File: src/rtl/cpu_run_monitor.sv
// cpu_run_monitor: drives a stretched reset into the core, counts RUN cycles and
// retired instructions, and ends the run on halt, PC stall or cycle timeout.
// Optional feature macro: RUN_MONITOR_STALL_EN builds the PC-stall detector;
// without it pc is ignored and done_code never reports a stall.
module cpu_run_monitor #(
    parameter int unsigned CNT_W       = 32,
    parameter int unsigned PC_W        = 32,
    parameter int unsigned RST_CYCLES  = 2,
    parameter int unsigned MAX_CYCLES  = 100,
    parameter int unsigned STALL_LIMIT = 8
) (
    input  logic             clk,
    input  logic             rst,
    input  logic             restart,
    input  logic [PC_W-1:0]  pc,
    input  logic             retire,
    input  logic             halt_req,
    output logic             cpu_rst,
    output logic [CNT_W-1:0] cycle_count,
    output logic [CNT_W-1:0] retire_count,
    output logic             done,
    output logic [1:0]       done_code
);

    localparam int unsigned RCNT_W = $clog2(RST_CYCLES + 1);

    localparam logic [1:0] CODE_RUN     = 2'd0;
    localparam logic [1:0] CODE_TIMEOUT = 2'd1;
    localparam logic [1:0] CODE_HALT    = 2'd2;
    localparam logic [1:0] CODE_STALL   = 2'd3;

    typedef enum logic [1:0] {
        ST_RESET = 2'd0,
        ST_RUN   = 2'd1,
        ST_DONE  = 2'd2
    } state_e;

    state_e             state_q, state_d;
    logic [RCNT_W-1:0]  rst_cnt_q, rst_cnt_d;
    logic               cpu_rst_q, cpu_rst_d;
    logic [CNT_W-1:0]   cycle_q, cycle_d;
    logic [CNT_W-1:0]   retire_q, retire_d;
    logic               done_q, done_d;
    logic [1:0]         code_q, code_d;

    logic [RCNT_W-1:0]  rst_cnt_inc_c;
    logic               rst_last_c;
    logic [CNT_W-1:0]   cycle_inc_c;
    logic [CNT_W-1:0]   retire_inc_c;
    logic               stall_hit_c;
    logic [1:0]         term_code_c;

`ifdef RUN_MONITOR_STALL_EN
    localparam int unsigned STALL_W = $clog2(STALL_LIMIT + 1);

    logic [PC_W-1:0]    pc_prev_q, pc_prev_d;
    logic               pc_valid_q, pc_valid_d;
    logic [STALL_W-1:0] stall_q, stall_d;
    logic [STALL_W-1:0] stall_inc_c;

    // Stall run length: consecutive RUN edges with an unchanged, valid previous PC
    always_comb begin
        stall_inc_c = '0;
        if (pc_valid_q && (pc == pc_prev_q)) begin
            stall_inc_c = stall_q + STALL_W'(1);
        end
        stall_hit_c = (stall_inc_c == STALL_W'(STALL_LIMIT));
    end
`else
    logic unused_c;
    assign unused_c = ^{pc, 32'(STALL_LIMIT)};

    // Stall detection not built
    always_comb begin
        stall_hit_c = 1'b0;
    end
`endif

    // Post-increment counter values and the prioritised termination cause
    always_comb begin
        rst_cnt_inc_c = rst_cnt_q + RCNT_W'(1);
        rst_last_c    = (rst_cnt_inc_c == RCNT_W'(RST_CYCLES));
        cycle_inc_c   = cycle_q + CNT_W'(1);
        retire_inc_c  = retire_q;
        if (retire && (retire_q != {CNT_W{1'b1}})) begin
            retire_inc_c = retire_q + CNT_W'(1);
        end
        term_code_c = CODE_RUN;
        if (halt_req) begin
            term_code_c = CODE_HALT;
        end else if (stall_hit_c) begin
            term_code_c = CODE_STALL;
        end else if (cycle_inc_c == CNT_W'(MAX_CYCLES)) begin
            term_code_c = CODE_TIMEOUT;
        end
    end

    // State register and all registered outputs
    always_ff @(posedge clk or posedge rst) begin
        if (rst) begin
            state_q   <= ST_RESET;
            rst_cnt_q <= '0;
            cpu_rst_q <= 1'b1;
            cycle_q   <= '0;
            retire_q  <= '0;
            done_q    <= 1'b0;
            code_q    <= CODE_RUN;
        end else begin
            state_q   <= state_d;
            rst_cnt_q <= rst_cnt_d;
            cpu_rst_q <= cpu_rst_d;
            cycle_q   <= cycle_d;
            retire_q  <= retire_d;
            done_q    <= done_d;
            code_q    <= code_d;
        end
    end

`ifdef RUN_MONITOR_STALL_EN
    // Stall detector state
    always_ff @(posedge clk or posedge rst) begin
        if (rst) begin
            pc_prev_q  <= '0;
            pc_valid_q <= 1'b0;
            stall_q    <= '0;
        end else begin
            pc_prev_q  <= pc_prev_d;
            pc_valid_q <= pc_valid_d;
            stall_q    <= stall_d;
        end
    end
`endif

    // Next state: restart always wins, then reset expiry or termination
    always_comb begin
        state_d = state_q;
        if (restart) begin
            state_d = ST_RESET;
        end else begin
            unique case (state_q)
                ST_RESET: if (rst_last_c) state_d = ST_RUN;
                ST_RUN:   if (term_code_c != CODE_RUN) state_d = ST_DONE;
                ST_DONE:  state_d = ST_DONE;
                default:  state_d = ST_RESET;
            endcase
        end
    end

    // Output and counter updates for the current state
    always_comb begin
        rst_cnt_d = rst_cnt_q;
        cpu_rst_d = cpu_rst_q;
        cycle_d   = cycle_q;
        retire_d  = retire_q;
        done_d    = done_q;
        code_d    = code_q;
`ifdef RUN_MONITOR_STALL_EN
        pc_prev_d  = pc_prev_q;
        pc_valid_d = pc_valid_q;
        stall_d    = stall_q;
`endif
        if (restart) begin
            rst_cnt_d = '0;
            cpu_rst_d = 1'b1;
            cycle_d   = '0;
            retire_d  = '0;
            done_d    = 1'b0;
            code_d    = CODE_RUN;
`ifdef RUN_MONITOR_STALL_EN
            pc_valid_d = 1'b0;
            stall_d    = '0;
`endif
        end else begin
            unique case (state_q)
                ST_RESET: begin
                    cpu_rst_d = 1'b1;
                    cycle_d   = '0;
                    retire_d  = '0;
                    done_d    = 1'b0;
                    code_d    = CODE_RUN;
                    if (rst_last_c) begin
                        rst_cnt_d = '0;
                        cpu_rst_d = 1'b0;
                    end else begin
                        rst_cnt_d = rst_cnt_inc_c;
                    end
                end
                ST_RUN: begin
                    cpu_rst_d = 1'b0;
                    cycle_d   = cycle_inc_c;
                    retire_d  = retire_inc_c;
`ifdef RUN_MONITOR_STALL_EN
                    pc_prev_d  = pc;
                    pc_valid_d = 1'b1;
                    stall_d    = stall_inc_c;
`endif
                    if (term_code_c != CODE_RUN) begin
                        done_d = 1'b1;
                        code_d = term_code_c;
                    end
                end
                ST_DONE: begin
                    cpu_rst_d = 1'b0;
                end
                default: begin
                    cpu_rst_d = 1'b1;
                end
            endcase
        end
    end

    assign cpu_rst      = cpu_rst_q;
    assign cycle_count  = cycle_q;
    assign retire_count = retire_q;
    assign done         = done_q;
    assign done_code    = code_q;

endmodule

File: config.mk
export PLATFORM = sky130hd
export DESIGN_NAME = cpu_run_monitor
export DESIGN_NICKNAME = d
export VERILOG_FILES = /design/src/rtl/cpu_run_monitor.sv
export SDC_FILE = /design/constraint.sdc
export NUM_CORES = 1
export LEC_CHECK = 0
export CAP_MARGIN = 20
export CORE_ASPECT_RATIO = 1.25
export CORE_MARGIN = 2
export CORE_UTILIZATION = 46
export CTS_CLUSTER_SIZE = 40
export DETAILED_ROUTE_END_ITERATION = 10
export PLACE_DENSITY = 0.76
export SLEW_MARGIN = 20
export SYNTH_ARGS = -nofsm -noshare
export SYNTH_HDL_FRONTEND = slang
export SYNTH_SLANG_ARGS = --single-unit
File: constraint.sdc
create_clock -name clk -period 3.2 [get_ports clk]
set_clock_uncertainty 0.05 [all_clocks]
set_input_delay 0.64 -clock clk [delete_from_list [all_inputs] [get_ports clk]]
set_output_delay 0.64 -clock clk [all_outputs]
set_load 0.005 [all_outputs]
# Word level (Yosys, flattened, before mapping)
# Cells that the tools add are included.
totals:
  regBits: 72
  input_bits: 37
  out_inout_bits: 68
  word_cells: 50
op_classes:
  n_addsub: 3
  eq_ne: 8
  mux: 23
  n_reduce_logical: 9
ops:
  columns: ["operator", "n"]
  rows:
  - ["case mux 32 bit (2 select lines)", 2]
  - ["2-to-1 mux 32 bit", 3]
  - ["adder 32 x 1 -> 32 bit, second input constant", 2]
  - ["== test 32 x 7 -> 1 bit, second input constant", 1]
  - ["!= test 32 bit, second input constant", 1]
  - ["2-to-1 mux 2 bit", 9]
  - ["!= test 3 bit, second input constant", 3]
  - ["case mux 2 bit (3 select lines)", 1]
  - ["AND reduction 2 bit", 3]
  - ["2-to-1 mux 1 bit", 5]
  - ["== test 2 bit, second input constant", 2]
  - ["case mux 1 bit (2 select lines)", 2]
  - ["case mux 2 bit (2 select lines)", 1]
  - ["nonzero test 2 bit", 2]
  - ["nonzero test 3 bit", 1]
  - ["adder 2 x 1 -> 2 bit, second input constant", 1]
  - ["== test 2 x 1 -> 1 bit, second input constant", 1]
  - ["logical NOT 2 bit", 1]
  - ["OR reduction 2 bit", 1]
  - ["logical AND 1 bit", 1]

# Longest topological paths before layout
# Gate-level depths: netlist (run 1).
depth:
  depth_word: 8
  mapped_depth: 12

# Worst setup path after synthesis (run 1)
# Ideal clock, no wire load.
synth_timing:
  path_kind: "flip-flop to flip-flop"
  startpoint: "register cycle_q[0], in the netlist cycle_count[0]"
  endpoint: "register state_q[1]"
  arrival_time_ns: 2.491
  setup_slack_ns: 0.526
  stages_incl_launch_ff: 11
  n_path_buf: 1
  synth_period_minus_slack_ns: 2.674
  cell_sequence: "dfrtp_1 -> ha_1 -> nand3_1 -> nor3_1 -> buf_2 -> a311o_1 -> a22oi_1 -> nand4_1 -> or4_1 -> nand3_1 -> o211ai_1"
synth_via:
  elab_chain_cells: 7
synth_rtl:
  columns: ["element", "line_no", "rtl"]
  rows:
  - ["start: declaration", "41", "logic [CNT_W-1:0] cycle_q, cycle_d;"]
  - ["start signal: assignment", "112", "cycle_q <= cycle_d;"]
  - ["adder 32 x 1 -> 32 bit", "83", "cycle_inc_c = cycle_q + CNT_W'(1);"]
  - ["== test 32 x 7 -> 1 bit", "93", "end else if (cycle_inc_c == CNT_W'(MAX_CYCLES)) begin"]
  - ["2-to-1 mux 1 bit", "93", null]
  - ["2-to-1 mux 2 bit", "89", "if (halt_req) begin"]
  - ["nonzero test 2 bit", "142", "ST_RUN: if (term_code_c != CODE_RUN) state_d = ST_DONE;"]
  - ["!= test 3 bit (no source line)", null, null]
  - ["AND reduction 2 bit (no source line)", null, null]
  - ["end signal: assignment", "109", "state_q <= state_d;"]
  - ["end: declaration", "38", "state_e state_q, state_d;"]
# No other way between the ends.
# A chain may end at the register's enable or synchronous reset.

# Worst setup path after layout (run 1)
# Ends and elaborated chain as after synthesis.

==> impl_metrics.toml, run 1 <==
[floorplan]
initial_core_util_pct = 47.44
core_area_sq_mm = 0.009174
die_w_um = 91.00
dieArea_sq_mm = 0.01026
rows = 39
die_h_um = 112.7
io_pins = 105

[routing]
wl_per_cell_um = 16.43
num_vias = 4202
via_per_inst = 5.918
drc = 0
ant_nets = 0
firstDrtPassIters = 5
wl_um = 11660
drt_iter0_drc = 274

[worst_setup_path]
timing.rr.start = "cycle_count[0]$_DFFE_PP0P_"
end_kind = "flip-flop"
crit_fanout = 11
cp.required_ns = 3.35
worstSetupStartpoint = "cycle_count[0]$_DFFE_PP0P_"
cp-start-kind = "flip-flop"
worstPathArrival_ns = 3.12
criticalPathCategory = "flip-flop to flip-flop"

[grt]
grt_pass1_wl_um = 19380
first_global_vias = 3978
grt_antenna_before_repair = 0
grt.overflow.total = 0
track_usage_pct = 23.05
grt_max_degree = 40

[synthesis]
ys_async_sr_fraction_pct = 100.0
ys_seq_area_share_pct = 41.43
syn-num-nets = 544
synth_simple_gate_area_share_pct = 27.86
synth_edf_count = 0
synth_xor_area_share_pct = 7.849
muxShareOfSynthArea_pct = 1.409
netlist_area_sq_mm = 0.004352
synthCells = 502
synth.avg_cell_area_sq_um = 8.669
synth_fa_ha_area_share_pct = 1.438
synth_seq_cells = 72
synth_top_family_by_area = "simple AND/OR/NAND/NOR gates"
ys_types = 53
synth_top_flop_cell = "dfrtp_1"
synth_compound_area_share_pct = 15.84
ys_warn_count = 0

[status]
outcome = "finished clean"

[worst_hold_path]
holdCritPathClass = "flip-flop to flip-flop"
hp-start = "done_code[1]$_DFFE_PP0P_"

[final_layout]
finalNonFillerCells = 710
nFillCells = 816
synthToLayoutAreaGrowth_pct = 29.21
antennaDiodeCount = 0
seq_area_sq_mm = 0.001803
drive_gt1_share_pct = 11.41
multiInputGateArea_sq_mm = 0.002380
final_net_count = 624

[power]
p_leak_nw = 2.253
max-vdd-ir-drop_mv = 0.2676
power_density_mw_per_mm2 = 458.4

[clock_tree]
clk_path_buf_depth = 2
clk_pin_slew_ns = 0.06
holdBufCountCts = 0
cts_max_level = 3
clk_latency_ns = 0.33
cts_tree = "done"
clkSinkCount = 72
root_buffer = "clkbuf_16"
cts_buffers = 9

[placed_design]
hpwlAfterDp_um = 8033
place_inst = 694
port_buffers = 72
globalplace.congestion = 0.8707

[timing]
slew_violations = 0
setup_violations = 0
rsz0062_at_grt = "no"
fin_crit_ns = 2.971
worst_pin_slew_ns = 0.7165
fmax_mhz = 336.6
relSlewSlack_pct = 52.16
fin_crit_sh_pct = 92.85
hold_violations = 0
tns_ns = 0

[job]
cap_violations = 0
==> timing repair <==
item,in CTS,in global routing
setup endpoints to repair,0,2
buffers inserted,0,0
resized for setup,0,1
==> registers in the layout, summed over array words and instances, names as in the netlist <==
register	cells
done_code	2
done	1
cycle_count	32
state_q	2
cpu_rst	1
rst_cnt_q	2
retire_count	32
==> metal layers <==
metal	GRT usage (%)	share of wire, %	vias to the layer above	wire [um]
met1	29.14	42	2036	4852
met2	37.88	50	164	5865
met5	0	0	-	0
met3	4.594	5.6	24	649
met4	11.31	2.5	0	294
li1	-	-	1978	-
==> cell families after synthesis <==
family                     after synthesis
AOI/OAI and AO/OA                      116
xor gates and xnor gates                39
adders and majority gates                5
buffers and inverters                   44
DFF                                     72
muxes                                    6
and+or+nand+nor                        220
==> synth_stat cells, types with 4 or more instances <==
| cell type | instances | share of area, % |
|---|---|---|
| a21oi_1 | 20 | 2.3 |
| a31oi_1 | 7 | 1.0 |
| and2_1 | 4 | 0.57 |
| and3_1 | 10 | 1.4 |
| buf_2 | 13 | 1.5 |
| clkbuf_1 | 18 | 1.6 |
| dfrtp_1 | 71 | 41 |
| ha_1 | 5 | 1.4 |
| inv_1 | 13 | 1.1 |
| mux2i_1 | 5 | 1.2 |
| nand2_1 | 54 | 4.7 |
| nand2b_1 | 4 | 0.57 |
| nand3_1 | 26 | 3.0 |
| nand4_1 | 26 | 3.7 |
| nor2_1 | 37 | 3.2 |
| nor2b_1 | 6 | 0.86 |
| nor3_1 | 15 | 1.7 |
| nor3_2 | 4 | 0.92 |
| nor4_1 | 7 | 1.0 |
| o21ai_0 | 52 | 6.0 |
| o22ai_1 | 5 | 0.72 |
| o31ai_1 | 8 | 1.4 |
| o41ai_1 | 4 | 0.80 |
| or3_1 | 8 | 1.2 |
| xnor2_1 | 12 | 2.4 |
| xor2_1 | 27 | 5.4 |
==> critical path: stages, from the launching register on <==
cell	delay, ns
dfrtp_1	0.47
ha_2	0.29
nand3_1	0.11
buf_4	0.18
nor3_1	0.13
buf_4	0.22
nand4_1	0.18
mux2_2	0.28
nand4_1	0.12
or4_1	0.60
nand3_1	0.11
o211ai_1	0.09
==> cell usage in the layout, fill, tap and decap left out, drive strengths merged, types with 4 or more instances in the layout <==
cell / n
a21oi: 20
a31oi: 7
and2: 5
and3: 10
buf: 28
clkbuf: 12
clkdlybuf4s50: 72
dfrtp: 71
ha: 5
inv: 13
mux2i: 5
nand2: 54
nand2b: 4
nand3: 26
nand4: 29
nor2: 37
nor2b: 6
nor3: 19
nor4: 11
o21ai: 54
o22ai: 5
o31ai: 8
o41ai: 4
or3: 8
xnor2: 12
xor2: 27
==> where the power goes <==
group          internal [mW]  leakage (nW)  switching, mW
Sequential             0.950          1.00         0.0302
Combinational          0.215          1.12          0.406
Clock                  0.587         0.137          0.389
==> stage by stage <==
stage | setup WS [ns] | power (mW) | hold slack, ns | cell area [sq um] | utilization [%]
after CTS | 0.1928 | 2.593 | 0.4596 | 5620 | 61.27
after detailed placement | 0.2130 | 1.619 | 0.4432 | 5326 | 58.06
after global routing | 0.02142 | 2.713 | 0.4948 | 5623 | 61.29
after floorplan | 0.5259 | 1.423 | 0.4292 | 4352 | -
after global placement | 0.2841 | 1.605 | 0.4382 | 5326 | 58.06
final | 0.2288 | 2.578 | 0.4584 | 5623 | 61.29
==> path summary, 6_finish.rpt <==
kind                                           endpoint  slack (ns)  depth (start not counted)
min reg2reg                    done_code[1]$_DFFE_PP0P_        0.46                          1
max in group asynchronous   cycle_count[23]$_DFFE_PP0P_        1.73                          3
max                              state_q[1]$_DFFE_PP0P_        0.23                         11
max reg2reg                      state_q[1]$_DFFE_PP0P_        0.23                         11
min                            done_code[1]$_DFFE_PP0P_        0.46                          1
min in group asynchronous  retire_count[23]$_DFFE_PP0P_        0.70                          2
==> final cells by class <==
type                       instances  area share [%]
clock buffer                      12           4.740
clock inverter                     4          0.4895
inverter                          13          0.8678
multi-input combinational        386           42.32
sequential                        72           32.07
tap                              123           2.737
timing repair buffer             100           16.78
(Power assumes the default switching activity.)
==> run 2, diff against run 1 <==
--- a/config.mk
+++ b/config.mk
@@ -7,11 +7,10 @@
 export LEC_CHECK = 0
 export CAP_MARGIN = 20
 export CORE_ASPECT_RATIO = 1.25
-export CORE_MARGIN = 2
-export CORE_UTILIZATION = 46
+export CORE_UTILIZATION = 37
 export CTS_CLUSTER_SIZE = 40
 export DETAILED_ROUTE_END_ITERATION = 10
-export PLACE_DENSITY = 0.76
+export PLACE_DENSITY = 0.64
 export SLEW_MARGIN = 20
 export SYNTH_ARGS = -nofsm -noshare
 export SYNTH_HDL_FRONTEND = slang
==> run 2 against run 1 <==
Register-to-register slack hardly changed. Final cell count is 1.5% higher. Non-clock buffer count is 1 lower. First-iteration DRC count is 26% lower. Worst hold slack better by 0.019 ns. Via count is 2.1% lower. Routed wire length is 0.92% higher. Power is 3.5% higher. Sequential share of layout area is 0.15 points lower. Critical endpoint unchanged. Highest routed layer unchanged.
==> impl_metrics.toml, run 2 (synthesis results as in run 1) <==
[status]
outcome = "finished clean"

[worst_setup_path]
crit_chain = "nand4_4 > buf_4 > nor4_2 > nand2_1 > a221oi_1 > o211ai_1 > or4_1 > nand3_1 > o211ai_1"
cp.required_ns = 3.35
r2r_slack_ns = 0.24
crit_path_max_incr_delay_ns = 0.54
slowest_stage = "dfrtp_1"
criticalPathCategory = "flip-flop to flip-flop"
end_kind = "flip-flop"
cpMostUsedCell = "o211ai_1"
cp-start-kind = "flip-flop"
crit_fanout = 14
worstPathArrival_ns = 3.11

[grt]
use_met3_pct = 3.844
grt-busiest-layer = "met2"
grt_max_degree = 36
first_global_vias = 4032
grt_antenna_before_repair = 0
grt.overflow.total = 0
met2_usage_pct = 35.62
grt_pass1_wl_um = 19840
track_usage_pct = 20.52
met1_usage_pct = 25.83

[timing]
worst_pin_slew_ns = 0.6064
setup_violations = 0
hold_violations = 0
relSlewSlack_pct = 59.51
fin_crit_sh_pct = 92.42
tns_ns = 0
rsz0062_at_grt = "no"
fin_hold_ws_ns = 0.4770
setup_ws_ns = 0.2426
slew_violations = 0
fin_crit_ns = 2.957
fmax_mhz = 338.1

[clock_tree]
clk_latency_ns = 0.34
clk_pin_slew_ns = 0.06
cts_buffers = 9
cts_tree = "done"
root_buffer = "clkbuf_16"
clkSinkCount = 72
cts_max_level = 3
clk_path_buf_depth = 2

[routing]
wl_per_cell_um = 16.32
ant_nets = 0
num_vias = 4113
firstDrtPassIters = 4
wl_um = 11770
drc = 0
via_per_inst = 5.705
drt_iter0_drc = 203

[placed_design]
hpwlAfterDp_um = 8178
dp_slack_ns = 0.2764
port_buffers = 72
globalplace.congestion = 0.8328

[floorplan]
rows = 43
initial_core_util_pct = 38.52
io_pins = 105
dieArea_sq_mm = 0.01220
core_area_sq_mm = 0.01130
die_w_um = 99
die_h_um = 123.3

[job]
cap_violations = 0

[final_layout]
final_cell_mix = "clkdlybuf4s50_1, dfrtp_1, nand2_1, o21ai_0, nor2_1"
synthToLayoutAreaGrowth_pct = 29.82
antennaDiodeCount = 0
final_common_cell = "clkdlybuf4s50_1"
drive_gt1_share_pct = 11.43
final_net_count = 623
nFillCells = 1081

[power]
p_leak_nw = 2.256
power_density_mw_per_mm2 = 472.3
max-vdd-ir-drop_mv = 0.2480

[worst_hold_path]
holdCritPathClass = "flip-flop to flip-flop"
[run 2: power breakdown]
part,switching (mW),internal (mW),total [mW]
clock network,0.404,0.644,1.05
logic,0.423,0.216,0.639
registers,0.0314,0.950,0.982
[run 2: worst max-delay path, delay by kind of cell, from the launching register on]
| family | cells | cell delay [ns] |
|---|---|---|
| flip-flops | 1 | 0.54 |
| AND/OR/NAND/NOR | 5 | 1.53 |
| AO/OA/AOI/OAI | 3 | 0.47 |
| buffers and inverters | 1 | 0.24 |
[run 2: metrics by stage]
| step | power, mW | cell area [sq um] | util (%) | std cells |
|---|---|---|---|---|
| after global routing | 2.799 | 5649 | 50.00 | 721 |
| after detailed placement | 1.635 | 5334 | 47.21 | 705 |
| after CTS | 2.689 | 5642 | 49.93 | 721 |
| after global placement | 1.617 | 5334 | 47.21 | 705 |
| after floorplan | 1.423 | 4352 | - | 502 |
| final | 2.668 | 5649 | 50.00 | 721 |
[run 2: final cells by class]
| class | count | area [sq um] | area share, % |
|---|---|---|---|
| sequential | 72 | 1803 | 31.92 |
| inverter | 13 | 48.80 | 0.8638 |
| multi-input combinational | 386 | 2385 | 42.21 |
| timing repair buffer | 99 | 935.9 | 16.57 |
| tap | 135 | 168.9 | 2.990 |
| clock inverter | 5 | 55.05 | 0.9745 |
| clock buffer | 11 | 252.7 | 4.474 |
[run 2: layer usage]
layer	vias up	wire, um
met4	0	120
met3	9	506
li1	1981	-
met5	-	0
met1	2015	5187
met2	108	5955
[run 2: final timing paths]
check                                           start                           to  cells past startpoint
max                        cycle_count[5]$_DFFE_PP0P_       state_q[1]$_DFFE_PP0P_                      9
min                          done_code[1]$_DFFE_PP0P_     done_code[1]$_DFFE_PP0P_                      1
max reg2reg                cycle_count[5]$_DFFE_PP0P_       state_q[1]$_DFFE_PP0P_                      9
min reg2reg                  done_code[1]$_DFFE_PP0P_     done_code[1]$_DFFE_PP0P_                      1
max in group asynchronous                         rst            cpu_rst$_DFF_PP1_                      3
min in group asynchronous                         rst  retire_count[5]$_DFFE_PP0P_                      2
[run 2: what timing repair did]
item                       in CTS  in global routing
setup endpoints to repair       0                  1
hold buffers                    0                  0
gates resized for setup         0                  2
setup buffers                   0                  0
